$ cat src/rtl/spi_receive_con_if.sv
// Link pins from the peripheral sender plus the reconstructed pixel stream.
// slave = receiver side, master = whoever drives the link and consumes pixels.
interface spi_receive_con_if #(
  parameter int DATA_WIDTH = 8,
  parameter int LINES      = 4,
  parameter int H_PIXELS   = 320,
  parameter int V_PIXELS   = 180
);
  logic [LINES-1:0]            chip_data_in;
  logic                        chip_clk_in;
  logic                        chip_sel_in;
  logic                        final_pixel_in;
  logic                        pixel_valid_out;
  logic [DATA_WIDTH-1:0]       pixel_data_out;
  logic [$clog2(H_PIXELS)-1:0] hcount_out;
  logic [$clog2(V_PIXELS)-1:0] vcount_out;
  logic                        frame_done_out;
  logic                        frame_error_out;
  logic [15:0]                 frame_count_out;

  modport slave (
    input  chip_data_in, chip_clk_in, chip_sel_in, final_pixel_in,
    output pixel_valid_out, pixel_data_out, hcount_out, vcount_out,
           frame_done_out, frame_error_out, frame_count_out
  );

  modport master (
    output chip_data_in, chip_clk_in, chip_sel_in, final_pixel_in,
    input  pixel_valid_out, pixel_data_out, hcount_out, vcount_out,
           frame_done_out, frame_error_out, frame_count_out
  );
endinterface

$ cat src/rtl/spi_receive_con.sv
// Quad-line pixel link receiver: synchronizes the link pins, deserializes
// MSB-first nibbles into pixels and tracks frame position / alignment.
module spi_receive_con #(
  parameter int DATA_WIDTH  = 8,
  parameter int LINES       = 4,
  parameter int H_PIXELS    = 320,
  parameter int V_PIXELS    = 180,
  parameter int SYNC_STAGES = 2
)(
  input logic              clk_in,
  input logic              rst_n_in,
  spi_receive_con_if.slave link
);
  localparam int BEATS = DATA_WIDTH / LINES;
  localparam int BW    = (BEATS > 1) ? $clog2(BEATS) : 1;
  localparam int HW    = $clog2(H_PIXELS);
  localparam int VW    = $clog2(V_PIXELS);
  localparam logic [BW-1:0] LAST_BEAT = BW'(BEATS - 1);
  localparam logic [HW-1:0] H_LAST    = HW'(H_PIXELS - 1);
  localparam logic [VW-1:0] V_LAST    = VW'(V_PIXELS - 1);

  typedef enum logic {IDLE, RECV} state_t;

  logic [SYNC_STAGES-1:0]            clk_sync, sel_sync, fin_sync;
  logic [SYNC_STAGES-1:0][LINES-1:0] dat_sync;
  logic                              dclk_s, cs_s, fin_s, dclk_q;
  logic [LINES-1:0]                  dat_s;

  always_ff @(posedge clk_in or negedge rst_n_in) begin
    if (!rst_n_in) begin
      clk_sync <= '0;
      sel_sync <= '1;
      fin_sync <= '0;
      dat_sync <= '0;
      dclk_q   <= 1'b0;
    end else begin
      clk_sync <= {clk_sync[SYNC_STAGES-2:0], link.chip_clk_in};
      sel_sync <= {sel_sync[SYNC_STAGES-2:0], link.chip_sel_in};
      fin_sync <= {fin_sync[SYNC_STAGES-2:0], link.final_pixel_in};
      dat_sync <= {dat_sync[SYNC_STAGES-2:0], link.chip_data_in};
      dclk_q   <= dclk_s;
    end
  end

  assign dclk_s = clk_sync[SYNC_STAGES-1];
  assign cs_s   = sel_sync[SYNC_STAGES-1];
  assign fin_s  = fin_sync[SYNC_STAGES-1];
  assign dat_s  = dat_sync[SYNC_STAGES-1];

  state_t          state, state_nxt;
  logic [BW-1:0]   beat;
  logic            sample, last_smp, abort;

  assign sample   = dclk_s & ~dclk_q & ~cs_s;
  assign last_smp = sample && (beat == LAST_BEAT);

  always_ff @(posedge clk_in or negedge rst_n_in) begin
    if (!rst_n_in) state <= IDLE;
    else           state <= state_nxt;
  end

  // Select dropping with a partially received pixel is a framing fault.
  always_comb begin
    state_nxt = state;
    abort     = 1'b0;
    case (state)
      IDLE: if (!cs_s) state_nxt = RECV;
      RECV: if (cs_s) begin
        state_nxt = IDLE;
        abort     = (beat != '0);
      end
      default: state_nxt = IDLE;
    endcase
  end

  logic [DATA_WIDTH-1:0] shreg;
  logic                  pend, pend_fin;

  // beat is always 0 in IDLE: it only leaves RECV through abort or a completed pixel
  always_ff @(posedge clk_in or negedge rst_n_in) begin
    if (!rst_n_in) begin
      beat     <= '0;
      shreg    <= '0;
      pend     <= 1'b0;
      pend_fin <= 1'b0;
    end else begin
      pend     <= last_smp;
      pend_fin <= last_smp & fin_s;
      if (abort)
        beat <= '0;
      else if (sample)
        beat <= (beat == LAST_BEAT) ? '0 : beat + BW'(1);
      if (sample)
        shreg <= (shreg << LINES) | DATA_WIDTH'(dat_s);
    end
  end

  logic [HW-1:0] h_cnt;
  logic [VW-1:0] v_cnt;
  logic          at_last;

  assign at_last = (h_cnt == H_LAST) && (v_cnt == V_LAST);

  always_ff @(posedge clk_in or negedge rst_n_in) begin
    if (!rst_n_in) begin
      h_cnt                <= '0;
      v_cnt                <= '0;
      link.pixel_valid_out <= 1'b0;
      link.pixel_data_out  <= '0;
      link.hcount_out      <= '0;
      link.vcount_out      <= '0;
      link.frame_done_out  <= 1'b0;
      link.frame_error_out <= 1'b0;
      link.frame_count_out <= '0;
    end else begin
      link.pixel_valid_out <= pend;
      link.frame_done_out  <= pend & pend_fin;
      if (abort) link.frame_error_out <= 1'b1;
      if (pend) begin
        link.pixel_data_out <= shreg;
        link.hcount_out     <= h_cnt;
        link.vcount_out     <= v_cnt;
        // Last flag resyncs position; frame count bumps once either way.
        if (pend_fin || at_last) begin
          h_cnt                <= '0;
          v_cnt                <= '0;
          link.frame_count_out <= link.frame_count_out + 16'd1;
          if (pend_fin && !at_last) link.frame_error_out <= 1'b1;
        end else if (h_cnt == H_LAST) begin
          h_cnt <= '0;
          v_cnt <= v_cnt + VW'(1);
        end else begin
          h_cnt <= h_cnt + HW'(1);
        end
      end
    end
  end
endmodule

$ cat src/flat_wrapper.sv
// flat-port wrapper written by rule: the top's interface ports become plain ports
module spi_receive_con_flat 
#(
  parameter int DATA_WIDTH  = 8,
  parameter int LINES       = 4,
  parameter int H_PIXELS    = 320,
  parameter int V_PIXELS    = 180,
  parameter int SYNC_STAGES = 2
)
  (clk_in, rst_n_in, link_chip_data_in, link_chip_clk_in, link_chip_sel_in, link_final_pixel_in, link_pixel_valid_out, link_pixel_data_out, link_hcount_out, link_vcount_out, link_frame_done_out, link_frame_error_out, link_frame_count_out);
  spi_receive_con_if #(.DATA_WIDTH(DATA_WIDTH), .LINES(LINES), .H_PIXELS(H_PIXELS), .V_PIXELS(V_PIXELS)) link_i ();
  input logic clk_in;
  input logic rst_n_in;
  input wire logic [$bits(link_i.chip_data_in)-1:0] link_chip_data_in;
  input wire logic [$bits(link_i.chip_clk_in)-1:0] link_chip_clk_in;
  input wire logic [$bits(link_i.chip_sel_in)-1:0] link_chip_sel_in;
  input wire logic [$bits(link_i.final_pixel_in)-1:0] link_final_pixel_in;
  output wire logic [$bits(link_i.pixel_valid_out)-1:0] link_pixel_valid_out;
  output wire logic [$bits(link_i.pixel_data_out)-1:0] link_pixel_data_out;
  output wire logic [$bits(link_i.hcount_out)-1:0] link_hcount_out;
  output wire logic [$bits(link_i.vcount_out)-1:0] link_vcount_out;
  output wire logic [$bits(link_i.frame_done_out)-1:0] link_frame_done_out;
  output wire logic [$bits(link_i.frame_error_out)-1:0] link_frame_error_out;
  output wire logic [$bits(link_i.frame_count_out)-1:0] link_frame_count_out;
  assign link_i.chip_data_in = link_chip_data_in;
  assign link_i.chip_clk_in = link_chip_clk_in;
  assign link_i.chip_sel_in = link_chip_sel_in;
  assign link_i.final_pixel_in = link_final_pixel_in;
  assign link_pixel_valid_out = link_i.pixel_valid_out;
  assign link_pixel_data_out = link_i.pixel_data_out;
  assign link_hcount_out = link_i.hcount_out;
  assign link_vcount_out = link_i.vcount_out;
  assign link_frame_done_out = link_i.frame_done_out;
  assign link_frame_error_out = link_i.frame_error_out;
  assign link_frame_count_out = link_i.frame_count_out;
  spi_receive_con #(.DATA_WIDTH(DATA_WIDTH), .LINES(LINES), .H_PIXELS(H_PIXELS), .V_PIXELS(V_PIXELS), .SYNC_STAGES(SYNC_STAGES)) u_core (.clk_in(clk_in), .rst_n_in(rst_n_in), .link(link_i));
endmodule
$ cat config.mk
export PLATFORM = sky130hd
export DESIGN_NAME = spi_receive_con_flat
export DESIGN_NICKNAME = d
export VERILOG_FILES = /design/src/rtl/spi_receive_con_if.sv /design/src/rtl/spi_receive_con.sv /design/src/flat_wrapper.sv
export SDC_FILE = /design/constraint.sdc
export NUM_CORES = 1
export LEC_CHECK = 0
export CAP_MARGIN = 0
export CORE_UTILIZATION = 45
export CTS_CLUSTER_DIAMETER = 100
export CTS_CLUSTER_SIZE = 30
export DETAILED_ROUTE_END_ITERATION = 10
export PLACE_DENSITY = 0.68
export SLEW_MARGIN = 20
export SYNTH_ARGS = -nofsm -noshare
export SYNTH_HDL_FRONTEND = slang
export SYNTH_SLANG_ARGS = --single-unit
$ cat constraint.sdc
create_clock -name clk_in -period 3.4 [get_ports clk_in]
set_input_delay 1.02 -clock clk_in [delete_from_list [all_inputs] [get_ports clk_in]]
set_output_delay 1.02 -clock clk_in [all_outputs]
set_load 0.03 [all_outputs]
==> results.sh <==
export IMPL_status="completed"
export IMPL_drive_above_1_share_pct=19.0
export IMPL_viasPerCell=5.28
export IMPL_overflow=0
export IMPL_dieWidth_um=91.0
export IMPL_slew_viol_final=0
export IMPL_drv_cap=0
export IMPL_critPathTopFamily="buffers and inverters"
export IMPL_grt_max_degree=58
export IMPL_path_cells="clkdlybuf4s50_1"
export IMPL_power_density_nw_per_um2=535
export IMPL_postCtsHoldBufs=0
export IMPL_path_clk_slew_ns=0.09
export IMPL_antenna_found_initial=0
export IMPL_drcViolationCount=0
export IMPL_core_area_um2=7690
export IMPL_seq_area_frac_synth_pct=61.9
export IMPL_cts_htree_levels=3
export IMPL_grt_pass1_vias=2196
export IMPL_final_cell_mix="dfrtp_1 (86), clkdlybuf4s50_1 (51), mux2_2 (34), xnor2_1 (17), nor2_1 (14)"
export IMPL_fmax_mhz=397
export IMPL_worstSkewPairLatency_ns=0.35
export IMPL_rsz0062_at_grt="no"
export IMPL_finalHoldViolCount=0
export IMPL_irDropWorstVdd_mv=0.383
export IMPL_synth_edf_count=0
export IMPL_cp_arrival_ns=1.50
export IMPL_max_slew_margin_rel_pct=53.6
export IMPL_post_cts_buffers=0
export IMPL_cts_resized=0
export IMPL_cts_tree="yes"
export IMPL_areaGrowthSynthToFinish_pct=23.5
export IMPL_cp_end_kind="output pin"
export IMPL_gp_congestion=0.839
export IMPL_numCtsBuffers=9
export IMPL_fin_tns_setup_ns=0
export IMPL_synth_seq_cells=88
export IMPL_grt_pass1_wl_um=10600
export IMPL_chipHeight_um=91.0
export IMPL_die_area_um2=8280
export IMPL_hp_class="reg2reg"
export IMPL_synthCells=266
export IMPL_synthesis_area_um2=3560
export IMPL_finalHoldWorstSlack_ns=0.354
export IMPL_ant_nets=0
export IMPL_clock_skew_ns=0.00622
export IMPL_grt_util_all_layers_pct=16.2
export IMPL_syn_nets=278
export IMPL_layout_commonest_cell="dfrtp_1"
export IMPL_required_ns=2.38
export IMPL_port_buffers=52
export IMPL_leakage_nw=1.96
export IMPL_slowest_delay_ns=0.70
export IMPL_clk_path_buf_depth=2
export IMPL_start_util_pct=46.4
export IMPL_setup_worst_path_class="reg2out"
export IMPL_finalCriticalPeriod_ns=2.52
export IMPL_tightestPinTransition_ns=0.697
export IMPL_ys_warn_count=0
export IMPL_drtIter0Drc=59
export IMPL_power_w=0.00235
export IMPL_fp_row_count=32
export IMPL_start_kind="flop"
export IMPL_fillers=683
export IMPL_post_route_util_pct=57.2
export IMPL_synthArstFlopShare_pct=100
export IMPL_critPathMaxFanout=7
export IMPL_post_drt_wl_per_cell_um=14.3
export IMPL_synth_area_per_cell_um2=13.4
export IMPL_cts_root_buf="clkbuf_8"
export IMPL_final_nets=334
export IMPL_diodes=0
export IMPL_ys_types=47
export IMPL_synth_ff_type="dfrtp_1"
export IMPL_path_buf_inv=1
export IMPL_worst_path_max_delay_cell="clkdlybuf4s50_1"
export IMPL_firstDrtPassIters=4
export IMPL_dp_hpwl_um=4170
export IMPL_clkSinkCount=88
export IMPL_wirelength_um=6140
export IMPL_period_share_pct=74.1
export IMPL_via_count=2265
export IMPL_setup_viol=0
export IMPL_pin_count=53
[synth_stat cells (2+ instances only)]
library cell  number  share of area [%]
dfrtp_1           86                 60
mux2_2            34                 11
xnor2_1           17                4.2
nor2_1            14                1.5
nand4_1           10                1.8
nand2_1            8               0.84
inv_1              7               0.74
o211ai_1           7                1.5
clkbuf_1           6               0.63
and3_1             5               0.88
xor2_1             5                1.2
a21oi_1            4               0.56
nor3_1             4               0.56
o21ai_0            4               0.56
o31ai_1            4               0.84
or4_1              4               0.84
and2_1             3               0.53
ha_1               3                1.1
o2111ai_1          3               0.74
o21ai_1            3               0.42
and4_1             2               0.49
buf_2              2               0.28
dfstp_2            2                1.5
mux2i_1            2               0.56
nand2b_1           2               0.35
nand3_1            2               0.28
nor4_1             2               0.35
or2_1              2               0.35
[cells by family (layout without fill, tap and decap cells)]
| kind of cell | after synthesis | count (layout) | synth area share, % |
|---|---|---|---|
| AOI/OAI and AO/OA | 31 | 31 | 6.04 |
| xor gates and xnor gates | 22 | 22 | 5.41 |
| adders and majority gates | 3 | 3 | 1.05 |
| buffers and inverters | 18 | 79 | 2.21 |
| DFF | 88 | 88 | 61.9 |
| muxes | 37 | 37 | 11.6 |
| and+or+nand+nor | 67 | 67 | 11.8 |
[stage by stage]
step / area, um2 / cells / worst slack (ns)
after floorplan: 3560 / 266 / 1.55
after global placement: 4200 / 413 / 1.28
after detailed placement: 4200 / 413 / 1.26
after CTS: 4400 / 429 / 0.857
after global routing: 4400 / 429 / 0.813
final: 4400 / 429 / 0.882
[layout make-up]
type	instances	area [um2]	share of cell area, %
Clock inverter	7	76.3	1.73
Inverter	7	26.3	0.597
Multi-Input combinational cell	160	1280	29.1
Sequential cell	88	2200	50.1
Tap cell	102	128	2.90
Clock buffer	9	124	2.82
Timing Repair Buffer	56	561	12.7
[flip-flops by register name, indices dropped and copies added, names as in the netlist]
register / cells
u_core.beat: 1
u_core.clk_sync: 2
u_core.dat_s: 4
u_core.dat_sync: 4
u_core.dclk_q: 1
u_core.fin_sync: 2
u_core.h_cnt: 9
u_core.link.frame_count_out: 16
u_core.link.frame_done_out: 1
u_core.link.frame_error_out: 1
u_core.link.hcount_out: 9
u_core.link.pixel_data_out: 8
u_core.link.pixel_valid_out: 1
u_core.link.vcount_out: 8
u_core.pend: 1
u_core.pend_fin: 1
u_core.sel_sync: 2
u_core.shreg: 8
u_core.state: 1
u_core.v_cnt: 8
[worst paths after layout]
kind / from / to / slack (ns) / depth (start not counted)
hold / removal: u_core.dat_sync[0] / u_core.dat_s[0] / 0.35 / 0
min in group asynchronous: rst_n_in / u_core.link.hcount_out[6] / 0.72 / 1
hold reg to reg: u_core.dat_sync[0] / u_core.dat_s[0] / 0.35 / 0
setup / recovery: u_core.link.frame_count_out[3] / link_frame_count_out[3] / 0.88 / 1
setup reg to reg: u_core.h_cnt[1] / u_core.link.frame_count_out[1] / 1.27 / 6
max in group asynchronous: rst_n_in / u_core.sel_sync[0] / 2.00 / 2
[report_power, final]
part,leakage [nW],switching (W),internal (W)
Sequential,1.15,0.0000701,0.00116
Clock,0.0966,0.000378,0.000346
Combinational,0.712,0.000211,0.000190
[metal layers]
layer | vias up | GRT usage (%) | routed length (um)
met5 | - | 0 | 0
met4 | 0 | 7.54 | 114
met3 | 13 | 2.76 | 177
met2 | 43 | 24.7 | 2830
met1 | 1142 | 22.8 | 3020
li1 | 1067 | - | -
(Power assumes the default switching activity.)
